File: src/rtl/fetch_pkg.sv
// fetch_pkg: shared definitions for the instruction-fetch sequencer.
//   DATA_W            - width of the bus, address register and IR
//   HALT_WORD_DEFAULT - fetched word that stops sequencing
//   CNT_W             - width of the memory-ack wait counter
//   fetch_state_t     - sequencer state encoding
package fetch_pkg;

  localparam int unsigned DATA_W = 16;
  localparam int unsigned CNT_W = 8;
  localparam logic [DATA_W-1:0] HALT_WORD_DEFAULT = 16'hFFFF;

  typedef enum logic [2:0] {
    ST_IDLE   = 3'd0,
    ST_ADDR   = 3'd1,
    ST_REQ    = 3'd2,
    ST_INC    = 3'd3,
    ST_VALID  = 3'd4,
    ST_HALTED = 3'd5,
    ST_ERROR  = 3'd6
  } fetch_state_t;

endpackage

File: src/rtl/fetch_timeout_ctr.sv
// fetch_timeout_ctr: 8-bit clear/increment wait counter for memory reads.
//   clk, reset (async, active-low)
//   clear   - force count to zero (has priority over inc)
//   inc     - add one to count
//   count   - current wait count
//   expired - this is the last permitted wait cycle; another cycle without
//             an ack would exceed TIMEOUT_CYCLES
module fetch_timeout_ctr
  import fetch_pkg::*;
#(
  parameter int unsigned TIMEOUT_CYCLES = 16
) (
  input  logic             clk,
  input  logic             reset,
  input  logic             clear,
  input  logic             inc,
  output logic [CNT_W-1:0] count,
  output logic             expired
);

  // count holds the number of completed wait cycles, so the final allowed
  // cycle is the one where count equals TIMEOUT_CYCLES-1.
  localparam logic [CNT_W-1:0] LAST_WAIT = CNT_W'(TIMEOUT_CYCLES - 1);

  logic [CNT_W-1:0] count_reg;

  always_ff @(posedge clk or negedge reset) begin
    if (!reset) begin
      count_reg <= '0;
    end else if (clear) begin
      count_reg <= '0;
    end else if (inc) begin
      count_reg <= count_reg + CNT_W'(1);
    end
  end

  assign count   = count_reg;
  assign expired = (count_reg == LAST_WAIT);

endmodule

File: src/rtl/fetch_sequencer.sv
// fetch_sequencer: instruction-fetch controller between PC and decoder.
//   clk, reset (async, active-low)
//   run                  - permits starting / continuing fetches
//   bus_in               - shared bus, driven by the PC while pc_enable=1
//   pc_enable            - PC drives the bus (ADDR state)
//   pc_increment         - one-cycle PC advance after a non-HALT fetch
//   mem_addr/mem_req     - read request, address from the address register
//   mem_ack/mem_rdata    - read completion and data (same cycle)
//   ir/ir_valid/ir_ready - instruction register handshake to the decoder
//   halted               - sticky, HALT word fetched and consumed
//   fetch_error          - sticky, memory ack timeout
module fetch_sequencer
  import fetch_pkg::*;
#(
  parameter logic [DATA_W-1:0] HALT_WORD      = HALT_WORD_DEFAULT,
  parameter int unsigned       TIMEOUT_CYCLES = 16
) (
  input  logic              clk,
  input  logic              reset,
  input  logic              run,
  input  logic [DATA_W-1:0] bus_in,
  output logic              pc_enable,
  output logic              pc_increment,
  output logic [DATA_W-1:0] mem_addr,
  output logic              mem_req,
  input  logic              mem_ack,
  input  logic [DATA_W-1:0] mem_rdata,
  output logic [DATA_W-1:0] ir,
  output logic              ir_valid,
  input  logic              ir_ready,
  output logic              halted,
  output logic              fetch_error
);

  fetch_state_t      state_reg, state_next;
  logic [DATA_W-1:0] addr_reg;
  logic [DATA_W-1:0] ir_reg;
  logic              halt_pending_reg;
  logic              wait_expired;
  logic              in_req;
  logic              ack_taken;
  logic [CNT_W-1:0]  wait_count;

  assign in_req    = (state_reg == ST_REQ);
  assign ack_taken = in_req && mem_ack;

  // The counter runs only while waiting in REQ; every other state, and the
  // accepting edge itself, return it to zero for the next fetch.
  fetch_timeout_ctr #(
    .TIMEOUT_CYCLES(TIMEOUT_CYCLES)
  ) u_timeout (
    .clk    (clk),
    .reset  (reset),
    .clear  (!in_req || mem_ack),
    .inc    (in_req && !mem_ack),
    .count  (wait_count),
    .expired(wait_expired)
  );

  always_comb begin
    state_next = state_reg;
    unique case (state_reg)
      ST_IDLE:  if (run) state_next = ST_ADDR;
      ST_ADDR:  state_next = ST_REQ;
      ST_REQ: begin
        // An ack in the final permitted cycle wins over the timeout.
        if (mem_ack) begin
          state_next = (mem_rdata == HALT_WORD) ? ST_VALID : ST_INC;
        end else if (wait_expired) begin
          state_next = ST_ERROR;
        end
      end
      ST_INC:   state_next = ST_VALID;
      ST_VALID: begin
        if (ir_ready) begin
          if (halt_pending_reg) state_next = ST_HALTED;
          else if (run)         state_next = ST_ADDR;
          else                  state_next = ST_IDLE;
        end
      end
      ST_HALTED: state_next = ST_HALTED;
      ST_ERROR:  state_next = ST_ERROR;
      default:   state_next = ST_IDLE;
    endcase
  end

  always_ff @(posedge clk or negedge reset) begin
    if (!reset) begin
      state_reg        <= ST_IDLE;
      addr_reg         <= '0;
      ir_reg           <= '0;
      halt_pending_reg <= 1'b0;
    end else begin
      state_reg <= state_next;
      if (state_reg == ST_ADDR) addr_reg <= bus_in;
      if (ack_taken) begin
        ir_reg <= mem_rdata;
        // A HALT skips INC so the PC keeps pointing at the HALT word.
        if (mem_rdata == HALT_WORD) halt_pending_reg <= 1'b1;
      end
    end
  end

  // Moore outputs decoded from the registered state.
  assign pc_enable    = (state_reg == ST_ADDR);
  assign mem_req      = in_req;
  assign pc_increment = (state_reg == ST_INC);
  assign ir_valid     = (state_reg == ST_VALID);
  assign halted       = (state_reg == ST_HALTED);
  assign fetch_error  = (state_reg == ST_ERROR);
  assign mem_addr     = addr_reg;
  assign ir           = ir_reg;

endmodule

File: config.mk
export PLATFORM = sky130hd
export DESIGN_NAME = fetch_sequencer
export DESIGN_NICKNAME = d
export VERILOG_FILES = /design/src/rtl/fetch_pkg.sv /design/src/rtl/fetch_timeout_ctr.sv /design/src/rtl/fetch_sequencer.sv
export SDC_FILE = /design/constraint.sdc
export NUM_CORES = 1
export LEC_CHECK = 0
export ABC_CLOCK_PERIOD_IN_PS = 5000
export BUFFER_PORTS_ARGS = -buffer_cell sky130_fd_sc_hd__buf_2
export CAP_MARGIN = 20
export CORE_UTILIZATION = 35
export DETAILED_ROUTE_END_ITERATION = 8
export GPL_TIMING_DRIVEN = 0
export PLACE_DENSITY = 0.58
export SLEW_MARGIN = 10
export SYNTH_ARGS = -nofsm -noshare
export SYNTH_HDL_FRONTEND = slang
export SYNTH_SLANG_ARGS = --single-unit
File: constraint.sdc
create_clock -name clk -period 5 [get_ports clk]
set_clock_uncertainty 0.05 [all_clocks]
set_input_delay 0.5 -clock clk [delete_from_list [all_inputs] [get_ports clk]]
set_output_delay 0.5 -clock clk [all_outputs]
set_load 0.01 [all_outputs]
==> reports/qor.yml, run 1 <==
run_status:
  status: "complete, no violations"
clock_tree:
  clkSinkCount: 44
  numCtsBuffers: 5
  root_buffer: "clkbuf_8"
  cts_max_level: 2
  cts_resized: 0
  clkSlewWorstSetupHoldPaths_ns: 0.08
  clk_latency_ns: 0.28
  cts_tree: "done"
  cts_setup_buffers: 0
  cts_max_path_buffers: 2
  hold_buffers: 0
detailed_routing:
  wl_um: 3740
  first_iter_violations: 31
  vias: 1408
  drtPass1Iterations: 4
  wl_per_cell_um: 12.7
  via_per_inst: 4.77
  drc: 0
  ant_nets: 0
synthesis:
  synth_top_family_by_area: "multiplexers"
  synth_area_leaders: "dfrtp_1 57%, mux2_2 13%, mux2_4 7.0%, nor2_1 1.5%, nand4_1 1.3%"
  syn_nets: 180
  synth_cell_types: 37
  ys_ff_latch: 44
  synth_top_area_share_pct: 56.7
  synth_top_area_cell: "dfrtp_1"
  yosysMostFrequentCell: "dfrtp_1"
  synth_compound_area_share_pct: 4.57
  yosys_warnings: 0
  synth_ff_type: "dfrtp_1"
  yosysSeqAreaShare_pct: 56.7
  yosys.area_share.adder_pct: 0.644
  synth_edf_count: 0
  mappedNetlistArea_mm2: 0.00194
  async_flop_share_pct: 100
  avgSynthCellArea_um2: 13.7
  ys_top_cells_by_count: "44 x dfrtp_1, 23 x mux2_2, 9 x mux2_4"
  yosys.area_share.simple_pct: 12.0
  synthMuxAreaShare_pct: 20.3
  synth_xor_area_share_pct: 1.80
  syn_inst: 142
critical_path:
  crit_path_start_kind: "flip-flop"
  r2r_start: "state_reg[2]$_DFFE_PN0P_"
  cp_slowest_cell: "nor3_4"
  crit_type: "reg -> out"
  crit_top_cell: "buf_2"
  crit_chain: "buf_2 -> nor3_4 -> buf_6 -> buf_2"
  critical_path_arrival_ns: 1.71
  worstSetupStartpoint: "state_reg[2]$_DFFE_PN0P_"
  max_stage_delay_ns: 0.44
  required_ns: 4.45
  cp-end-kind: "output port"
  cp_max_fo: 10
sta:
  hold_violations: 0
  max_freq_mhz: 442
  min_period_over_period_pct: 45.2
  rsz0062_at_grt: "no"
  layout_setup_ws_ns: 2.74
  worstMarginPinSlew_ns: 0.750
  setup_viol: 0
  hold-worst-slack_ns: 0.00618
  fin_crit_ns: 2.26
  slew_headroom_pct: 49.5
  report.final.slew_viol_count: 0
  setup-tns-final_ns: 0
pwr:
  power.density_mw_per_mm2: 583
  peakVddDrop_mv: 0.278
  leakage_uw: 0.00123
placement:
  gp_congestion: 0.768
  dp_worst_setup_slack_ns: 3.00
  place_inst: 286
  portBuffers: 74
  hpwl_um: 2740
floorplan:
  start_util_pct: 37.1
  dieArea_mm2: 0.00585
  coreArea_mm2: 0.00524
  die_w_um: 76.5
  rows: 26
  die_y_um: 76.5
  io_pins: 75
final_layout:
  fillers: 497
  nNetsFinal: 262
  drive_gt1_share_pct: 55.1
  num_antenna_cells: 0
  multi_input_area_um2: 763
  final_cells: 295
  synthToLayoutAreaGrowth_pct: 30.2
  regArea_mm2: 0.00110
  final_util_pct: 48.3
grt:
  antenna_found_initial: 0
  grt_pass1_vias: 1414
  grt_first_pass_wirelength_um: 6600
  overflow: 0
  gr-usage-all-layers_pct: 14.3
  grt_max_degree: 45
hold_path:
  hold_path_class: "in -> async"
run:
  maxCapViolations: 0
==> worst max-delay path: cells and delay by family, from the launching register on <==
family                 cells  cell delay, ns
and+or+nand+nor            1            0.44
buffers and inverters      3            0.56
DFF                        1            0.42
==> worst paths after layout <==
path / slack (ns) / to / cells after the start
setup / recovery: 2.74 / pc_enable / 4
hold / removal: 0.006 / ir[0]$_DFFE_PN0P_ / 1
setup reg to reg: 3.21 / mem_addr[8]$_DFFE_PN0P_ / 4
hold reg to reg: 0.42 / u_timeout.count[0]$_DFF_PN0_ / 1
max in group asynchronous: 4.45 / mem_addr[2]$_DFFE_PN0P_ / 2
min in group clk: 0.39 / mem_addr[11]$_DFFE_PN0P_ / 2
==> layer usage <==
metal  vias up  global-route usage [%]  wire (µm)
li1        673                       -          -
met1       685                    17.5       1620
met2        45                    23.4       1850
met3         5                    4.67        230
met4         0                    5.19         38
met5         -                       0          0
==> cell usage in the layout (no fill, tap or decap), drive strengths merged, types with 3 or more instances in the layout <==
cell type,instances
nand2b,3
nor3,4
buf,80
nor2,8
dfrtp,44
inv,3
nor3b,4
a21oi,4
clkbuf,8
nand4,4
mux2,32
nand2,3
==> cell families (layout without fill, tap and decap cells) <==
| logic type | Yosys count | count (layout) |
|---|---|---|
| AO/OA/AOI/OAI | 13 | 13 |
| XOR/XNOR | 4 | 4 |
| adder cells (fa/ha/maj) | 1 | 1 |
| buffers and inverters | 10 | 93 |
| flip-flops | 44 | 44 |
| multiplexers | 32 | 32 |
| AND/OR/NAND/NOR | 38 | 38 |
==> report_power, final <==
group / internal (µW) / leakage [µW] / total [µW] / switching, µW
registers: 503 / 0.000542 / 575 / 71.7
clock network: 148 / 0.0000552 / 262 / 114
logic: 354 / 0.000631 / 638 / 284
==> per-stage QoR <==
step | cell area, µm² | power (µW)
CTS | 2510 | 1500
detailed placement | 2400 | 1230
global placement | 2400 | 1220
global route | 2530 | 1580
floorplan | 1940 | 1000
finish | 2530 | 1470
==> layout make-up <==
cell class,instances,share of cell area (%)
repair buffers,75,15.4
plain buffers,7,2.62
inverters,3,0.446
flip-flops and latches,44,43.6
multi-input cells,88,30.2
clock buffers,6,2.87
well taps,70,3.47
clock inverters,2,1.39
(Power assumes the default switching activity.)
==> run 2: changes to the inputs <==
ABC_AREA = 1   (was not set)
ABC_CLOCK_PERIOD_IN_PS = 2100   (was 5000)
PLACE_DENSITY = 0.57   (was 0.58)
clock period = 2.1 ns   (was 5 ns; I/O delays follow)
==> run 2 against run 1 <==
Effect of this change: clock power increased by 87%; largest power group is now sequential cells; flip-flop and latch count stayed put; cell area fell by 1.8%; count of clock-buffer cells in the layout unchanged; highest routed layer unchanged.
==> reports/qor.yml, run 2 <==
clock_tree:
  hold_buffers: 0  # unchanged
  cts_max_path_buffers: 2  # unchanged
  cts_max_level: 2  # unchanged
  root_buffer: "clkbuf_8"  # unchanged
  clkSinkCount: 44  # unchanged
  cts_tree: "done"  # unchanged
  clk_latency_ns: 0.29  # was 0.28 ns
  clkSlewWorstSetupHoldPaths_ns: 0.08  # about the same
  cts_setup_buffers: 0  # unchanged
  cts_resized: 0  # unchanged
  numCtsBuffers: 5  # unchanged
final_layout:
  nNetsFinal: 360  # was 262
  final_common_cell: "nand2_1"  # was buf_2
  num_antenna_cells: 0  # unchanged
  most-common-layout-cells: "124 x nand2_1, 76 x buf_2, 44 x dfrtp_1, 21 x nor2_1, 15 x inv_1"  # was 75 x buf_2, 44 x dfrtp_1, 23 x mux2_2, 9 x mux2_4, 8 x nor2_1
  drive_gt1_share_pct: 28.6  # was 55.1%
  fin_area_mm2: 0.00248  # was 0.00253 mm²
  final_util_pct: 47.4  # was 48.3%
  synthToLayoutAreaGrowth_pct: 27.5  # was 30.2%
grt:
  grt_first_pass_wirelength_um: 7000  # was 6600 µm
  overflow: 0  # unchanged
  grt_pass1_vias: 1591  # was 1414
  grt_max_degree: 45  # unchanged
  gr-usage-all-layers_pct: 14.9  # was 14.3%
  antenna_found_initial: 0  # unchanged
synthesis:
  syn_nets: 279  # was 180
  async_flop_share_pct: 100  # unchanged
  synth_area_leaders: "dfrtp_1 57%, nand2_1 24%, nor2_1 4.0%, inv_1 2.9%, a21oi_1 2.3%"  # was dfrtp_1 57%, mux2_2 13%, mux2_4 7.0%, nor2_1 1.5%, nand4_1 1.3%
  synth_cell_types: 19  # was 37
  mappedNetlistArea_mm2: 0.00195  # was 0.00194 mm²
  syn_inst: 241  # was 142
  synth_top_area_share_pct: 56.6  # was 56.7%
  yosysSeqAreaShare_pct: 56.6  # was 56.7%
  synth_edf_count: 0  # unchanged
  ys_ff_latch: 44  # unchanged
  ys_top_cells_by_count: "124 x nand2_1, 44 x dfrtp_1, 21 x nor2_1"  # was 44 x dfrtp_1, 23 x mux2_2, 9 x mux2_4
  avgSynthCellArea_um2: 8.08  # was 13.7 µm²
  yosysMostFrequentCell: "nand2_1"  # was dfrtp_1
  synth_top_area_cell: "dfrtp_1"  # unchanged
  yosys_warnings: 0  # unchanged
  synth_ff_type: "dfrtp_1"  # unchanged
detailed_routing:
  vias: 1691  # was 1408
  ant_nets: 0  # unchanged
  wl_um: 4000  # was 3740 µm
  first_iter_violations: 57  # was 31
  drtPass1Iterations: 4  # unchanged
  via_per_inst: 4.31  # was 4.77
  drc: 0  # unchanged
  wl_per_cell_um: 10.2  # was 12.7 µm
critical_path:
  cp_slowest_cell: "dfrtp_1"  # was nor3_4
  crit_path_start_kind: "flip-flop"  # unchanged
  max_stage_delay_ns: 0.45  # was 0.44 ns
  crit_type: "reg -> out"  # unchanged
  cp_max_fo: 10  # unchanged
  critical_path_arrival_ns: 1.59  # was 1.71 ns
  required_ns: 1.84  # was 4.45 ns
  crit_top_cell: "buf_2"  # unchanged
  cp-end-kind: "output port"  # unchanged
  crit_chain: "nor3_4 -> buf_2 -> buf_2"  # was buf_2 -> nor3_4 -> buf_6 -> buf_2
pwr:
  power.switching_uw: 1240  # was 469 µW
  peakVddDrop_mv: 0.597  # was 0.278 mV
  leakage_uw: 0.00144  # was 0.00123 µW
  clock_power_share_pct: 15.6  # was 17.8%
  switching_share_pct: 39.4  # was 31.8%
  power.density_mw_per_mm2: 1270  # was 583 mW/mm²
  p_int_uw: 1900  # was 1010 µW
  p_seq_share_pct: 43.6  # was 39.0%
  power_uw: 3140  # was 1470 µW
  power_frac_comb_pct: 40.9  # was 43.2%
hold_path:
  hold_path_class: "in -> async"  # unchanged
floorplan:
  rows: 26  # unchanged
  die_w_um: 76.6  # was 76.5 µm
  io_pins: 75  # unchanged
  die_y_um: 76.6  # was 76.5 µm
  dieArea_mm2: 0.00586  # was 0.00585 mm²
  coreArea_mm2: 0.00524  # unchanged
  start_util_pct: 37.2  # was 37.1%
sta:
  slew_headroom_pct: 36.5  # was 49.5%
  max_freq_mhz: 540
  min_period_over_period_pct: 88.1
  fin_crit_ns: 1.85
  hold_violations: 0  # unchanged
  setup_viol: 0  # unchanged
  worstMarginPinSlew_ns: 0.952  # was 0.750 ns
  rsz0062_at_grt: "no"  # unchanged
  report.final.slew_viol_count: 0  # unchanged
  setup-tns-final_ns: 0  # unchanged
  layout_setup_ws_ns: 0.249  # was 2.74 ns
placement:
  hpwl_um: 3030  # was 2740 µm
  portBuffers: 74  # unchanged
  dp_worst_setup_slack_ns: 0.529  # was 3.00 ns
  place_area_mm2: 0.00240  # about the same
  gp_congestion: 0.768  # unchanged
run_status:
  status: "complete, no violations"  # unchanged
run:
  maxCapViolations: 0  # unchanged
[run 2: cell count changes after synthesis, moves of 5 or more]
cell | previous run | this run
a21oi_1 | 4 | 9
inv_1 | 3 | 15
mux2_2 | 23 | 0
mux2_4 | 9 | 0
nand2_1 | 3 | 124
nand3_1 | 2 | 7
nor2_1 | 8 | 21
[run 2: area by class of cell]
type	count	area [µm²]
Fill cell	568	2760
Sequential cell	44	1100
Multi-Input combinational cell	174	739
Timing Repair Buffer	74	370
Tap cell	70	87.6
Inverter	19	73.8
Clock buffer	6	72.6
Buffer	4	32.5
Clock inverter	1	5.00
[run 2: power groups by stage]
stage	Clock [µW]	Sequential [µW]	Combinational, µW
6_report	489	1370	1280
3_3_place_gp	0	1380	1300
3_5_place_dp	0	1380	1330
5_1_grt	553	1410	1470
2_1_floorplan	0	1520	650
4_1_cts	517	1370	1320
[run 2: logic make-up (layout without fill, tap and decap cells)]
group | Yosys count | count (layout) | share of synthesized area (%)
compound gates | 14 | 14 | 3.60
simple gates | 159 | 159 | 33.7
flops | 44 | 44 | 56.6
fa+ha+maj | 1 | 1 | 0.643
buf+inv | 23 | 104 | 5.46
[run 2: worst paths after layout]
path,start,to,slack [ns],cells after the start
max,state_reg[2]$_DFFE_PN0P_,pc_enable,0.25,3
min,reset,ir[14]$_DFFE_PN0P_,0.02,1
max reg2reg,state_reg[2]$_DFFE_PN0P_,mem_addr[14]$_DFFE_PN0P_,0.59,5
min reg2reg,u_timeout.count[0]$_DFF_PN0_,u_timeout.count[0]$_DFF_PN0_,0.41,1
max in group asynchronous,reset,ir[3]$_DFFE_PN0P_,1.39,1
min in group clk,bus_in[13],mem_addr[13]$_DFFE_PN0P_,0.07,3
[run 2: metrics by stage]
step	hold slack (ns)	std cells
finish	0.0168	392
global route	0.0573	392
CTS	0.0548	392
detailed placement	0.367	385
global placement	0.361	385
floorplan	-0.136	241
[run 2: per-layer routing]
| metal | routed length (µm) | track usage, % |
|---|---|---|
| met5 | 0 | 0 |
| met4 | 45 | 4.62 |
| met3 | 197 | 3.83 |
| met2 | 1940 | 26.1 |
| met1 | 1820 | 17.8 |
[run 2: worst max-delay path, delay by kind of cell (launching register included)]
family,cells,cell delay [ns]
buffers and inverters,2,0.44
flip-flops,1,0.45
AND/OR/NAND/NOR,1,0.41
